### src/rtl/cpu19_pkg.sv
// cpu19_pkg
// Shared constants for the 19-bit CPU execute stage:
//   - datapath / register-index / immediate widths
//   - ALU opcode encodings
//   - multiply FSM state encoding
//   - MEM-stage control bundle and immediate sign-extension helper
package cpu19_pkg;

  localparam int DATA_W    = 19;
  localparam int REG_AW    = 3;
  localparam int IMM_W     = 8;
  localparam int MUL_STEPS = DATA_W;  // one multiplier bit per cycle

  localparam logic [4:0] OP_ADD = 5'b00000;
  localparam logic [4:0] OP_SUB = 5'b00001;
  localparam logic [4:0] OP_MUL = 5'b00010;
  localparam logic [4:0] OP_AND = 5'b00100;
  localparam logic [4:0] OP_OR  = 5'b00101;
  localparam logic [4:0] OP_XOR = 5'b00110;
  localparam logic [4:0] OP_NOT = 5'b00111;
  localparam logic [4:0] OP_SLL = 5'b01000;
  localparam logic [4:0] OP_SRL = 5'b01001;

  localparam logic [1:0] ST_IDLE = 2'd0;
  localparam logic [1:0] ST_BUSY = 2'd1;
  localparam logic [1:0] ST_DONE = 2'd2;

  // Control bits carried unchanged from EX into MEM.
  typedef struct packed {
    logic regwrite;
    logic memtoreg;
    logic memread;
    logic memwrite;
  } mem_ctrl_t;

  function automatic logic [DATA_W-1:0] sext_imm(input logic [IMM_W-1:0] imm);
    return {{(DATA_W-IMM_W){imm[IMM_W-1]}}, imm};
  endfunction

endpackage

### src/rtl/ex_stage_mul_iter19.sv
// mul_iter19
// Iterative shift-add multiplier, one multiplier bit per cycle, result
// modulo 2^DATA_W.  Owns the IDLE -> BUSY -> DONE sequencing.
// Ports:
//   clk, rst    clock, synchronous active-high reset
//   i_start     load operands and begin (honoured in IDLE only)
//   i_abort     return to IDLE immediately (branch flush)
//   i_a, i_b    multiplicand, multiplier
//   o_busy      high while partial products are accumulating
//   o_done      high for the single cycle the product is valid
//   o_product   low DATA_W bits of i_a * i_b
module mul_iter19
  import cpu19_pkg::*;
(
  input  logic              clk,
  input  logic              rst,
  input  logic              i_start,
  input  logic              i_abort,
  input  logic [DATA_W-1:0] i_a,
  input  logic [DATA_W-1:0] i_b,
  output logic              o_busy,
  output logic              o_done,
  output logic [DATA_W-1:0] o_product
);

  logic [1:0]        r_state;
  logic [4:0]        r_count;
  logic [DATA_W-1:0] r_mcand;
  logic [DATA_W-1:0] r_mplier;
  logic [DATA_W-1:0] r_acc;

  always_ff @(posedge clk) begin
    if (rst) begin
      r_state  <= ST_IDLE;
      r_count  <= '0;
      r_mcand  <= '0;
      r_mplier <= '0;
      r_acc    <= '0;
    end else if (i_abort) begin
      r_state <= ST_IDLE;
    end else begin
      case (r_state)
        ST_IDLE: begin
          if (i_start) begin
            r_mcand  <= i_a;
            r_mplier <= i_b;
            r_acc    <= '0;
            r_count  <= '0;
            r_state  <= ST_BUSY;
          end
        end
        ST_BUSY: begin
          // Multiplicand shifts left instead of indexing the partial
          // product; bits past DATA_W fall off, giving the modulo result.
          if (r_mplier[0]) begin
            r_acc <= r_acc + r_mcand;
          end
          r_mcand  <= r_mcand << 1;
          r_mplier <= r_mplier >> 1;
          r_count  <= r_count + 5'd1;
          if (r_count == 5'(MUL_STEPS - 1)) begin
            r_state <= ST_DONE;
          end
        end
        ST_DONE: r_state <= ST_IDLE;
        default: r_state <= ST_IDLE;
      endcase
    end
  end

  assign o_busy    = (r_state == ST_BUSY);
  assign o_done    = (r_state == ST_DONE);
  assign o_product = r_acc;

endmodule

### src/rtl/ex_stage.sv
// ex_stage
// Execute stage of the 19-bit pipelined CPU: operand forwarding from
// MEM/WB, single-cycle ALU, iterative multiply with upstream stall, and
// the EX/MEM pipeline register.
// Ports:
//   clk, rst                          clock, synchronous active-high reset
//   EX_*                              ID/EX pipeline register outputs
//   WB_regwrite, WB_wreg, WB_wdata    WB-stage write-back (forward source)
//   ex_flush                          kill the instruction in EX
//   ex_stall                          hold IF/ID and ID/EX
//   MEM_*                             EX/MEM pipeline register outputs
module ex_stage
  import cpu19_pkg::*;
(
  input  logic              clk,
  input  logic              rst,
  input  logic [4:0]        EX_opcode,
  input  logic              EX_regwrite,
  input  logic              EX_memtoreg,
  input  logic              EX_memread,
  input  logic              EX_memwrite,
  input  logic              EX_alusrc,
  input  logic              EX_aluop,
  input  logic              EX_regdist,
  input  logic [IMM_W-1:0]  EX_immediate,
  input  logic [REG_AW-1:0] EX_rs,
  input  logic [REG_AW-1:0] EX_rt,
  input  logic [REG_AW-1:0] EX_rd,
  input  logic [DATA_W-1:0] EX_rd1,
  input  logic [DATA_W-1:0] EX_rd2,
  input  logic              WB_regwrite,
  input  logic [REG_AW-1:0] WB_wreg,
  input  logic [DATA_W-1:0] WB_wdata,
  input  logic              ex_flush,
  output logic              ex_stall,
  output logic              MEM_regwrite,
  output logic              MEM_memtoreg,
  output logic              MEM_memread,
  output logic              MEM_memwrite,
  output logic [DATA_W-1:0] MEM_alu_result,
  output logic [DATA_W-1:0] MEM_store_data,
  output logic [REG_AW-1:0] MEM_wreg,
  output logic              MEM_zero
);

  // Forwarding: index 0 is the rs path (rd1), index 1 the rt path (rd2).
  // A MEM-stage load is never a source; its data does not exist yet.
  logic [REG_AW-1:0] w_src_idx [2];
  logic [DATA_W-1:0] w_src_rf  [2];
  logic [DATA_W-1:0] w_fwd     [2];

  assign w_src_idx[0] = EX_rs;
  assign w_src_idx[1] = EX_rt;
  assign w_src_rf[0]  = EX_rd1;
  assign w_src_rf[1]  = EX_rd2;

  generate
    for (genvar gi = 0; gi < 2; gi++) begin : g_fwd
      always_comb begin
        w_fwd[gi] = w_src_rf[gi];
        if (MEM_regwrite && !MEM_memtoreg && (MEM_wreg == w_src_idx[gi])) begin
          w_fwd[gi] = MEM_alu_result;
        end else if (WB_regwrite && (WB_wreg == w_src_idx[gi])) begin
          w_fwd[gi] = WB_wdata;
        end
      end
    end
  endgenerate

  logic [DATA_W-1:0] w_op_a;
  logic [DATA_W-1:0] w_op_b;
  logic [4:0]        w_alu_op;
  logic [4:0]        w_shamt;
  logic [DATA_W-1:0] w_result;

  assign w_op_a   = w_fwd[0];
  assign w_op_b   = EX_alusrc ? sext_imm(EX_immediate) : w_fwd[1];
  assign w_alu_op = EX_aluop ? EX_opcode : OP_ADD;
  assign w_shamt  = w_op_b[4:0];

  always_comb begin
    w_result = '0;
    case (w_alu_op)
      OP_ADD: w_result = w_op_a + w_op_b;
      OP_SUB: w_result = w_op_a - w_op_b;
      OP_AND: w_result = w_op_a & w_op_b;
      OP_OR:  w_result = w_op_a | w_op_b;
      OP_XOR: w_result = w_op_a ^ w_op_b;
      OP_NOT: w_result = ~w_op_a;
      OP_SLL: w_result = (w_shamt >= 5'(DATA_W)) ? '0 : (w_op_a << w_shamt);
      OP_SRL: w_result = (w_shamt >= 5'(DATA_W)) ? '0 : (w_op_a >> w_shamt);
      default: w_result = '0;  // MUL is produced by mul_iter19; undefined -> 0
    endcase
  end

  mem_ctrl_t         w_ex_ctrl;
  logic [REG_AW-1:0] w_dest;

  assign w_ex_ctrl = '{regwrite: EX_regwrite, memtoreg: EX_memtoreg,
                       memread:  EX_memread,  memwrite: EX_memwrite};
  assign w_dest    = EX_regdist ? EX_rd : EX_rt;

  // Multiply control.  While the multiplier is BUSY or DONE the same MUL
  // is still held in ID/EX, so a new start is only accepted when idle.
  logic              w_mul_req;
  logic              w_mul_start;
  logic              w_mul_busy;
  logic              w_mul_done;
  logic [DATA_W-1:0] w_mul_product;

  assign w_mul_req   = EX_aluop && (EX_opcode == OP_MUL);
  assign w_mul_start = w_mul_req && !w_mul_busy && !w_mul_done && !ex_flush && !rst;
  assign ex_stall    = (w_mul_start || w_mul_busy) && !ex_flush && !rst;

  mul_iter19 u_mul (
    .clk       (clk),
    .rst       (rst),
    .i_start   (w_mul_start),
    .i_abort   (ex_flush),
    .i_a       (w_op_a),
    .i_b       (w_op_b),
    .o_busy    (w_mul_busy),
    .o_done    (w_mul_done),
    .o_product (w_mul_product)
  );

  // Controls and destination of the multiply, captured at start so the
  // result is written back with them regardless of what ID/EX holds.
  mem_ctrl_t         r_mul_ctrl;
  logic [REG_AW-1:0] r_mul_wreg;

  always_ff @(posedge clk) begin
    if (rst) begin
      r_mul_ctrl     <= '0;
      r_mul_wreg     <= '0;
      MEM_regwrite   <= 1'b0;
      MEM_memtoreg   <= 1'b0;
      MEM_memread    <= 1'b0;
      MEM_memwrite   <= 1'b0;
      MEM_alu_result <= '0;
      MEM_store_data <= '0;
      MEM_wreg       <= '0;
      MEM_zero       <= 1'b0;
    end else begin
      if (w_mul_start) begin
        r_mul_ctrl <= w_ex_ctrl;
        r_mul_wreg <= w_dest;
      end

      if (ex_flush || (ex_stall && !w_mul_done)) begin
        // Bubble: controls cleared, data fields hold.
        MEM_regwrite <= 1'b0;
        MEM_memtoreg <= 1'b0;
        MEM_memread  <= 1'b0;
        MEM_memwrite <= 1'b0;
      end else if (w_mul_done) begin
        MEM_regwrite   <= r_mul_ctrl.regwrite;
        MEM_memtoreg   <= r_mul_ctrl.memtoreg;
        MEM_memread    <= r_mul_ctrl.memread;
        MEM_memwrite   <= r_mul_ctrl.memwrite;
        MEM_alu_result <= w_mul_product;
        MEM_wreg       <= r_mul_wreg;
        MEM_zero       <= (w_mul_product == '0);
      end else begin
        MEM_regwrite   <= w_ex_ctrl.regwrite;
        MEM_memtoreg   <= w_ex_ctrl.memtoreg;
        MEM_memread    <= w_ex_ctrl.memread;
        MEM_memwrite   <= w_ex_ctrl.memwrite;
        MEM_alu_result <= w_result;
        MEM_store_data <= w_fwd[1];
        MEM_wreg       <= w_dest;
        MEM_zero       <= (w_result == '0);
      end
    end
  end

endmodule

### config.mk
export PLATFORM = sky130hd
export DESIGN_NAME = ex_stage
export DESIGN_NICKNAME = d
export VERILOG_FILES = /design/src/rtl/cpu19_pkg.sv /design/src/rtl/ex_stage_mul_iter19.sv /design/src/rtl/ex_stage.sv
export SDC_FILE = /design/constraint.sdc
export NUM_CORES = 1
export LEC_CHECK = 0
export CORE_ASPECT_RATIO = 0.5
export CORE_MARGIN = 5
export CORE_UTILIZATION = 33
export CTS_CLUSTER_DIAMETER = 50
export DETAILED_ROUTE_END_ITERATION = 8
export GPL_TIMING_DRIVEN = 0
export PLACE_DENSITY = 0.58
export SYNTH_ARGS = -nofsm -noshare
export SYNTH_HDL_FRONTEND = slang
export SYNTH_HIERARCHICAL = 1
export SYNTH_SLANG_ARGS = --single-unit
### constraint.sdc
create_clock -name clk -period 11 [get_ports clk]
set_clock_uncertainty 0.2 [all_clocks]
set_input_delay 2.2 -clock clk [delete_from_list [all_inputs] [get_ports clk]]
set_output_delay 2.2 -clock clk [all_outputs]
set_load 0.01 [all_outputs]
Word level (Yosys, flattened, before mapping). Index checks and enable logic that the tools add are counted. W data, S select, Z words.

Add/subtract/negate cells: 4. Multiply operators: 0. Div/mod/pow operators: 0. $lt $le $gt $ge: 1. Equality and inequality tests: 18. Shifts and indexed selects: 2. Muxes and demuxes: 29. Bitwise operators: 7. Reductions and logical operators: 31.

Operators with widths (count): $mux W19 (12); $pmux W19 S8 (1); $pmux W19 S2 (3); $add A19 B19 Y19 (2); $logic_not A19 Y1 (2); $eq A5 B3 Y1 const B (4); $and A19 B19 Y19 (1); $not A19 Y19 (1); $or A19 B19 Y19 (1); $shl A19 B5 Y19 (1); $shr A19 B5 Y19 (1); $sub A19 B19 Y19 (1); $xor A19 B19 Y19 (1); $logic_and A1 B1 Y1 (13); $eq A3 B3 Y1 (4); $eq A5 B4 Y1 const B (2); $mux W5 (2); $pmux W5 S2 (1); $mux W3 (2); $add A5 B1 Y5 const B (1); $eq A5 B1 Y1 const B (1); $eq A5 B2 Y1 const B (1); $eq A5 B5 Y1 const B (1); $ge A5 B5 Y1 const B (1); other kinds (17) (32).

Flip-flop bits (word level): 117. Latch bits: 0. Bits in writable memories: 0. Bits in read-only memories: 0. Input port bits: 93. Output and inout bits: 47. Word-level logic and storage cells: 110. Memories: 0.

Logic depth before layout (Yosys ltp).
Word-level depth: 13. Gate-level depth with buffers: 27. Mapped depth without buffers: 22.

Cells and area by module. The synthesis kept the hierarchy.

By module, submodules not included: ex_stage (instances 1, cells each 1138, area an instance 8018.9 sq um, sequential area each 1061.0 sq um); mul_iter19 (instances 1, cells each 402, area an instance 3607.2 sq um, sequential area each 1281.2 sq um).

Worst setup path after synthesis. OpenSTA, ideal clock, no wires.

Path kind: in2reg. From: input WB_wreg[0]. To: register MEM_zero. Library setup time: 0.059 ns. Data arrival time: 7.235 ns. Data required time: 10.741 ns. Setup slack: 3.506 ns. Stages on the path: 25. Path buffers: 4. Cells stage by stage: xnor2_2 nand4_1 a211oi_1 o31a_1 buf_2 buf_2 buf_2 clkbuf_1 ha_1 nand3_1 or2_2 nand2_1 xnor2_1 ha_1 or3_1 o32ai_1 xor2_1 o221ai_1 or2_2 a31oi_1 o221ai_1 o21a_1 or4bb_1 nor4_1 a31o_1.

Word-level cells in the longest chain between the ends: 10. Elaborated cells on any way between the ends: 23. Those cells by class: 2 x add/sub; 1 x order compare; 2 x eq/ne; 2 x shift; 9 x mux; 4 x bitwise; 3 x reduce/logical.

RTL lines: start, declared (line ex_stage.sv:32) `input logic [REG_AW-1:0] WB_wreg,`; parallel branches: the longest is 7 deep, another holds $sub A19 B19 Y19; $pmux W19 S8 (*) (line ex_stage.sv:83) `case (w_alu_op)`; $logic_not A19 Y1 (*) (line ex_stage.sv:172) `MEM_zero <= (w_result == '0);`; $mux W1 (*) (line ex_stage.sv:156) `end else if (w_mul_done) begin`; end signal, assigned (line ex_stage.sv:163) `MEM_zero <= (w_mul_product == '0);`; end signal, assigned (line ex_stage.sv:172); end, declared (line ex_stage.sv:43) `output logic MEM_zero`.

Every way passes the cells marked *. A chain may end at the register's enable or synchronous reset.

Final worst setup path.
From: input EX_rt[1]. To: register MEM_zero.

Word-level cells in the longest chain between the ends: 10. Elaborated cells on any way between the ends: 20. Those cells by class: 2 x add/sub; 1 x order compare; 2 x eq/ne; 2 x shift; 7 x mux; 3 x bitwise; 3 x reduce/logical.

RTL lines: start, declared (line ex_stage.sv:27) `input logic [REG_AW-1:0] EX_rt,`; $eq A3 B3 Y1 (line ex_stage.sv:63) `end else if (WB_regwrite && (WB_wreg == w_src_idx[gi])) begin`; $logic_and A1 B1 Y1 (line ex_stage.sv:63); $mux W19 (line ex_stage.sv:63); $mux W19 (*) (line ex_stage.sv:61) `if (MEM_regwrite && !MEM_memtoreg && (MEM_wreg == w_src_idx[gi])) begin`; $mux W19 (*) (line ex_stage.sv:77) `assign w_op_b = EX_alusrc ? sext_imm(EX_immediate) : w_fwd[1];`; parallel branches: the longest is 2 deep, another holds $sub A19 B19 Y19; $pmux W19 S8 (*) (line ex_stage.sv:83); $logic_not A19 Y1 (*) (line ex_stage.sv:172); $mux W1 (*) (line ex_stage.sv:156).

Marks and branches as above.

==> flow_metrics.env <==
export IMPL_syn_area_sq_mm=0.0116
export IMPL_post_cts_setup_buffers=0
export IMPL_synthDominantCellAreaShare_pct=20.1
export IMPL_synth_seq_cells=117
export IMPL_cts_root_buf="clkbuf_16"
export IMPL_leakage_nw=6.01
export IMPL_hp_class="reg -> reg"
export IMPL_area_growth_pct=22.6
export IMPL_synth_edf_count=0
export IMPL_switchingPower_w=0.000650
export IMPL_busiest_layer="met1"
export IMPL_cts_clk_slew_worst_paths_ns=0.06
export IMPL_dpl_hpwl_microns=42800
export IMPL_row_count=48
export IMPL_synthTopCellsByArea="dfxtp_1 20%, mux2i_1 11%, ha_1 8.5%, nor2_1 7.0%, a21oi_1 5.6%"
export IMPL_yosys_warnings=6
export IMPL_finalCritPeriodShare_pct=87.8
export IMPL_htree_levels=4
export IMPL_finalWirelength_microns=54500
export IMPL_clkLatencyLatePin_ns=0.45
export IMPL_netlist_instances=1540
export IMPL_grt_use_met1_pct=38.4
export IMPL_start_kind="input pin"
export IMPL_worst_ep_arrival_time_ns=9.85
export IMPL_max_cap_violations=1
export IMPL_final_setup_tns_ns=0
export IMPL_ios=140
export IMPL_yosys_top_cells_count="216 x nor2_1, 130 x a21oi_1, 128 x mux2i_1, 127 x nand2_1, 117 x dfxtp_1"
export IMPL_fmax_ghz=0.104
export IMPL_timing_final_ws_setup_ns=1.34
export IMPL_seq_area_frac_synth_pct=20.1
export IMPL_finalCriticalPeriod_ns=9.66
export IMPL_yosysMostFrequentCell="nor2_1"
export IMPL_ys_async_sr_fraction_pct=0
export IMPL_place_congestion=1.04
export IMPL_vias=13300
export IMPL_combPwrFrac_pct=37.9
export IMPL_rsz0062_at_grt="no"
export IMPL_grtUsageMet2_pct=38.2
export IMPL_drive_gt1_share_pct=7.53
export IMPL_outcome="complete, but fails checks"
export IMPL_tightestPinTransition_ns=1.47
export IMPL_gr_total_overflow=0
export IMPL_required_ns=11.19
export IMPL_power_density_mw_per_mm2=115
export IMPL_n_antenna_cell=0
export IMPL_hold_viol_final=0
export IMPL_switching_share_pct=39.7
export IMPL_grt_pass1_vias=12200
export IMPL_vias_per_cell=6.08
export IMPL_core_area_sq_mm=0.0346
export IMPL_nets=1875
export IMPL_syn_area_per_cell_sq_um=7.55
export IMPL_cts_buffers=17
export IMPL_yosys_area_top_type="dfxtp_1"
export IMPL_cts_buffer_depth=2
export IMPL_dp_slack_ns=1.11
export IMPL_tritoncts="done"
export IMPL_clkPwrFrac_pct=34.3
export IMPL_grt_usage_pct=26.7
export IMPL_violations="max-capacitance violations"
export IMPL_antenna_found_initial=0
export IMPL_setup_violations=0
export IMPL_grt_max_degree=17
export IMPL_dieArea_sq_mm=0.0393
export IMPL_cp_end_kind="flop"
export IMPL_synth_flop_cell="dfxtp_1"
export IMPL_finalPower_w=0.00164
export IMPL_avgRoutedWirePerCell_microns=24.9
export IMPL_drc=0
export IMPL_start_util_pct=33.6
export IMPL_cts_resized=0
export IMPL_cts_hold_buffers_added=0
export IMPL_p_int_w=0.000989
export IMPL_drt_pass1_iterations=8
export IMPL_ant_nets=0
export IMPL_synth_nets=1714
export IMPL_port_buffers=137
export IMPL_cts_sinks=117
export IMPL_die_w_microns=275
export IMPL_critPathMaxFanout=11
export IMPL_seqPwrFrac_pct=27.8
export IMPL_final_max_slew_viol_count=0
export IMPL_first_iter_violations=1798
export IMPL_use_met3_pct=7.49
export IMPL_vdd_drop_max_mv=0.116
export IMPL_grt_pass1_wl_microns=79500
export IMPL_critPathKind="in -> reg"
export IMPL_slew_headroom_pct=0.986
export IMPL_die_h_microns=143
export IMPL_ys_types=86
[path summary, 6_finish.rpt]
| check | depth (start not counted) | slack, ns | end | start |
|---|---|---|---|---|
| max | 26 | 1.34 | MEM_zero$_SDFFE_PP0N_ | EX_rt[1] |
| min | 2 | 0.26 | MEM_store_data[2]$_SDFFE_PP0P_ | MEM_store_data[2]$_SDFFE_PP0P_ |
| min reg2reg | 2 | 0.26 | MEM_store_data[2]$_SDFFE_PP0P_ | MEM_store_data[2]$_SDFFE_PP0P_ |
| max reg2reg | 25 | 3.32 | MEM_zero$_SDFFE_PP0N_ | MEM_wreg[1]$_SDFFE_PP0N_ |
[cell type report]
class                      instances  area (sq um)
timing repair buffer             142          1410
multi-input combinational       1265          8610
buffer                            99           485
fill                            3610         20300
inverter                          59           226
clock inverter                    14           140
clock buffer                      18           439
sequential                       117          2340
tap                              475           594
[power groups by stage]
stage | Combinational (W) | Sequential [W] | Clock [W]
2_1_floorplan | 0.000354 | 0.000464 | 0
3_3_place_gp | 0.000593 | 0.000464 | 0
3_5_place_dp | 0.000594 | 0.000464 | 0
4_1_cts | 0.000597 | 0.000455 | 0.000564
5_1_grt | 0.000651 | 0.000457 | 0.000589
6_report | 0.000621 | 0.000456 | 0.000563
[layer usage]
metal | up-vias | part of all wire [%]
met5 | - | 0
met4 | 0 | 3.4
met3 | 150 | 12
met2 | 818 | 40
met1 | 6339 | 44
li1 | 6013 | -
[critical path, stage by stage]
cell	delay [ns]
clkdlybuf4s50_1	0.54
xnor2_1	0.27
nand4_1	0.52
nor2_1	0.38
o31a_1	0.15
buf_2	0.21
buf_2	0.28
buf_2	0.31
clkbuf_1	0.60
ha_1	0.34
nand3_1	0.15
or2_2	0.36
nand2_1	0.09
xnor2_1	0.09
ha_1	0.25
or3_1	0.38
o32ai_1	0.33
xor2_1	0.25
o221ai_1	0.30
or2_2	0.37
a31oi_1	0.15
o221ai_1	0.14
o21a_1	0.22
or4bb_1	0.51
nor4_1	0.24
a31o_1	0.20
[cell families after synthesis]
logic type,after synthesis,synth area share (%)
compound gates,475,27.9
xor+xnor,64,5.02
fa+ha+maj,81,8.85
buf+inv,158,6.12
flops,117,20.1
mux,137,12.1
simple gates,508,19.9
[layout by cell type (no fill, tap or decap), types with 7 or more instances in the layout]
cell / instances
nor3_1: 34
inv_1: 50
ha_1: 79
nor2_1: 216
or3_1: 8
nand2_1: 127
xnor2_1: 46
o221ai_1: 10
o211ai_1: 22
or2_2: 12
a22o_1: 10
a21oi_1: 123
nand4_1: 20
o21ai_0: 56
clkbuf_16: 17
dfxtp_1: 117
a21o_1: 23
a31oi_1: 12
a211oi_1: 57
nor2b_1: 7
o21a_1: 13
a22oi_1: 24
mux2i_1: 128
nand2b_1: 10
nor4_1: 13
a21oi_2: 8
o31ai_1: 11
buf_6: 8
buf_2: 19
o22ai_1: 12
xor2_1: 15
nand3_1: 27
a221oi_1: 18
clkbuf_1: 64
clkdlybuf4s50_1: 137
[sequential cells by signal, indices dropped and copies added, names as in the netlist, 2 cells and up]
signal           flops
MEM_alu_result      19
MEM_store_data      19
u_mul/o_product     19
u_mul/r_mcand       19
u_mul/r_mplier      19
u_mul/r_count        5
r_mul_ctrl           4
MEM_wreg             3
r_mul_wreg           3
u_mul/r_state        2
[metrics by stage]
step | instances | cell area (sq um) | hold slack, ns | utilization [%]
2_1_floorplan | 1540 | 11600 | 0.260 | -
3_3_place_gp | 2152 | 13600 | 0.247 | 39.3
3_5_place_dp | 2157 | 13700 | 0.251 | 39.5
4_1_cts | 2189 | 14200 | 0.261 | 41.2
5_1_grt | 2189 | 14300 | 0.295 | 41.2
6_report | 2189 | 14300 | 0.259 | 41.2
Power figures use the tool's default switching activity.
==> variant, RTL diff (config.mk and constraints unchanged) <==
`DATA_W`: 19 -> 17.
--- a/src/rtl/cpu19_pkg.sv
+++ b/src/rtl/cpu19_pkg.sv
@@ -8,3 +8,3 @@
 
-  localparam int DATA_W    = 19;
+  localparam int DATA_W    = 17;
   localparam int REG_AW    = 3;
Interface: changed (5 resized); port bits go from 140 to 130. No check against the original RTL was run, so the function may have changed too.
==> variant against the unedited design <==
The flow finishes with violations (capacitance limit, slew limit). Synthesized area fell by 12%. Setup slack improved by 0.74 ns. Final area fell by 14%. Combinational power fell by 17%. Power fell by 21%. Sequential cell count fell by 10. Register-to-register slack improved by 0.87 ns. Fmax rose by 8.3%. Wire length fell by 14%.
==> variant: results (changes against the unedited design) <==
** Status
- Run status :: finished, violations left
- Violations in the final reports :: capacitance limit, slew limit

** Layout
- Ant. Diodes :: 0 (unchanged)
- Layout Nets :: 1683 (-10%)
- The fraction of final layout cells with drive strength greater than 1 is 5.366% (-2.2 points).

** Place
- The placement-stage worst setup slack came to 1.820 ns (+0.7139 ns).
- Area post-placement :: 0.01198 mm² (-12%)
- The placer congestion estimate is 1.015 (-2.5%).
- The count of buffers from port buffering was 128 (-6.6%).
- The half-perimeter wire length after placement came to 37700 µm (-12%).
- Placed cell count :: 1911 (-11%)

** CTS
- The maximum level of the CTS H-tree was 3 (-1).
- Clk pin slew, worst setup/hold paths :: 0.08 ns (+0.02 ns)
- Skew-Pair Late Insertion Delay :: 0.37 ns (-0.08 ns)
- The deepest clock path buffer count came to 2 (unchanged).
- TritonCTS Buffers :: 9 (-8)

** Power and ir drop
- Clock share of power :: 27.8% (-6.5 points)
- Part of the total power dissipated in combinational logic :: 39.9% (+2.0 points)
- Clk power :: 0.000359 W (-36%)
- The cell-internal power is 0.0007829 W (-21%).
- Max rail drop VDD :: 67.20 µV (-42%)
- Leakage power :: 4.754 nW (-21%)

** Run
- Max_cap viols :: 1 (unchanged)

** GRT
- First-pass GRT wire length :: 69270 µm (-13%)
- The overall routing resource usage came to 25.87% (-0.82 points).
- Largest net degree at the start of global routing :: 19 (+2)

** Yosys
- The average cell area after synthesis was 7.366 µm² (-2.4%).
- Synth Area in Adders :: 9.113% (+0.27 points)
- The number of nets produced by synthesis was 1543 (-10%).
- The fraction of synthesized area in multiplexers came to 8.683% (-3.4 points).
- Post-synthesis compound-gate area fraction :: 27.38% (-0.49 points)
- By area the synthesized netlist is led by sky130_fd_sc_hd__dfxtp_1 (21%), sky130_fd_sc_hd__ha_1 (8.7%), sky130_fd_sc_hd__nand2_1 (7.3%).
- Post-synthesis sequential area ratio :: 21.03% (+0.88 points)
- Most frequent cells after synthesis :: sky130_fd_sc_hd__nand2_1 (199), sky130_fd_sc_hd__nor2_1 (181), sky130_fd_sc_hd__dfxtp_1 (107), sky130_fd_sc_hd__a21oi_1 (95), sky130_fd_sc_hd__ha_1 (71)
- The share of the synthesized netlist area taken by xor and xnor gates came to 4.606% (-0.41 points).
- Yosys cell types :: 93 (+8.1%)

** Critical path
- Maximum net fanout on the critical path :: 10 (-1)
- The arrival time of data at the critical path endpoint was 9.04 ns (-0.81 ns).
- The cell family contributing the most delay on the critical path is compound AO/OA/AOI/OAI gates.
- On the worst path, the slowest cell contributes a delay of 0.61 ns.

** Route
- The DRC marker count from the first detailed-route iteration came to 1378 (-23%).
- Wirelength per Cell :: 24.25 µm (-2.7%)
- Number of optimization iterations in the first detailed-route pass :: 6 (-2)
- The via density per instance is 5.940 (-2.4%).
- The total via count after detailed routing is 11450 (-14%).

** STA
- Number of pins with negative max-slew slack in the final report :: 12 (+12)
- Pin slew with the least headroom to its limit :: 1.580 ns (+0.1074 ns)
[variant: worst paths after layout]
path	cells past startpoint	endpoint	start	slack, ns
worst max-delay path	23	MEM_zero	EX_rt[1]	2.08
worst min-delay path	2	r_mul_ctrl[1]	r_mul_ctrl[1]	0.26
worst max register to register	21	MEM_zero	MEM_regwrite	4.19
worst min register to register	2	r_mul_ctrl[1]	r_mul_ctrl[1]	0.26
[variant: area by class of cell]
type	instances	area (µm²)
Fill cell	3170	18110
Sequential cell	107	2142
Buffer	84	374.1
Timing Repair Buffer	129	1289
Clock inverter	5	65.06
Tap cell	399	499.2
Multi-Input combinational cell	1140	7481
Inverter	52	195.2
Clock buffer	11	252.7
[variant: layer usage]
metal / up-vias / track usage (%) / part of all wire [%] / wire (µm)
met5: - / 0 / 0 / 0
met4: 0 / 6.631 / 2.3 / 1076
met3: 80 / 6.753 / 11 / 4956
met2: 591 / 38.02 / 41 / 19230
met1: 5427 / 37.56 / 46 / 21460
li1: 5348 / - / - / -
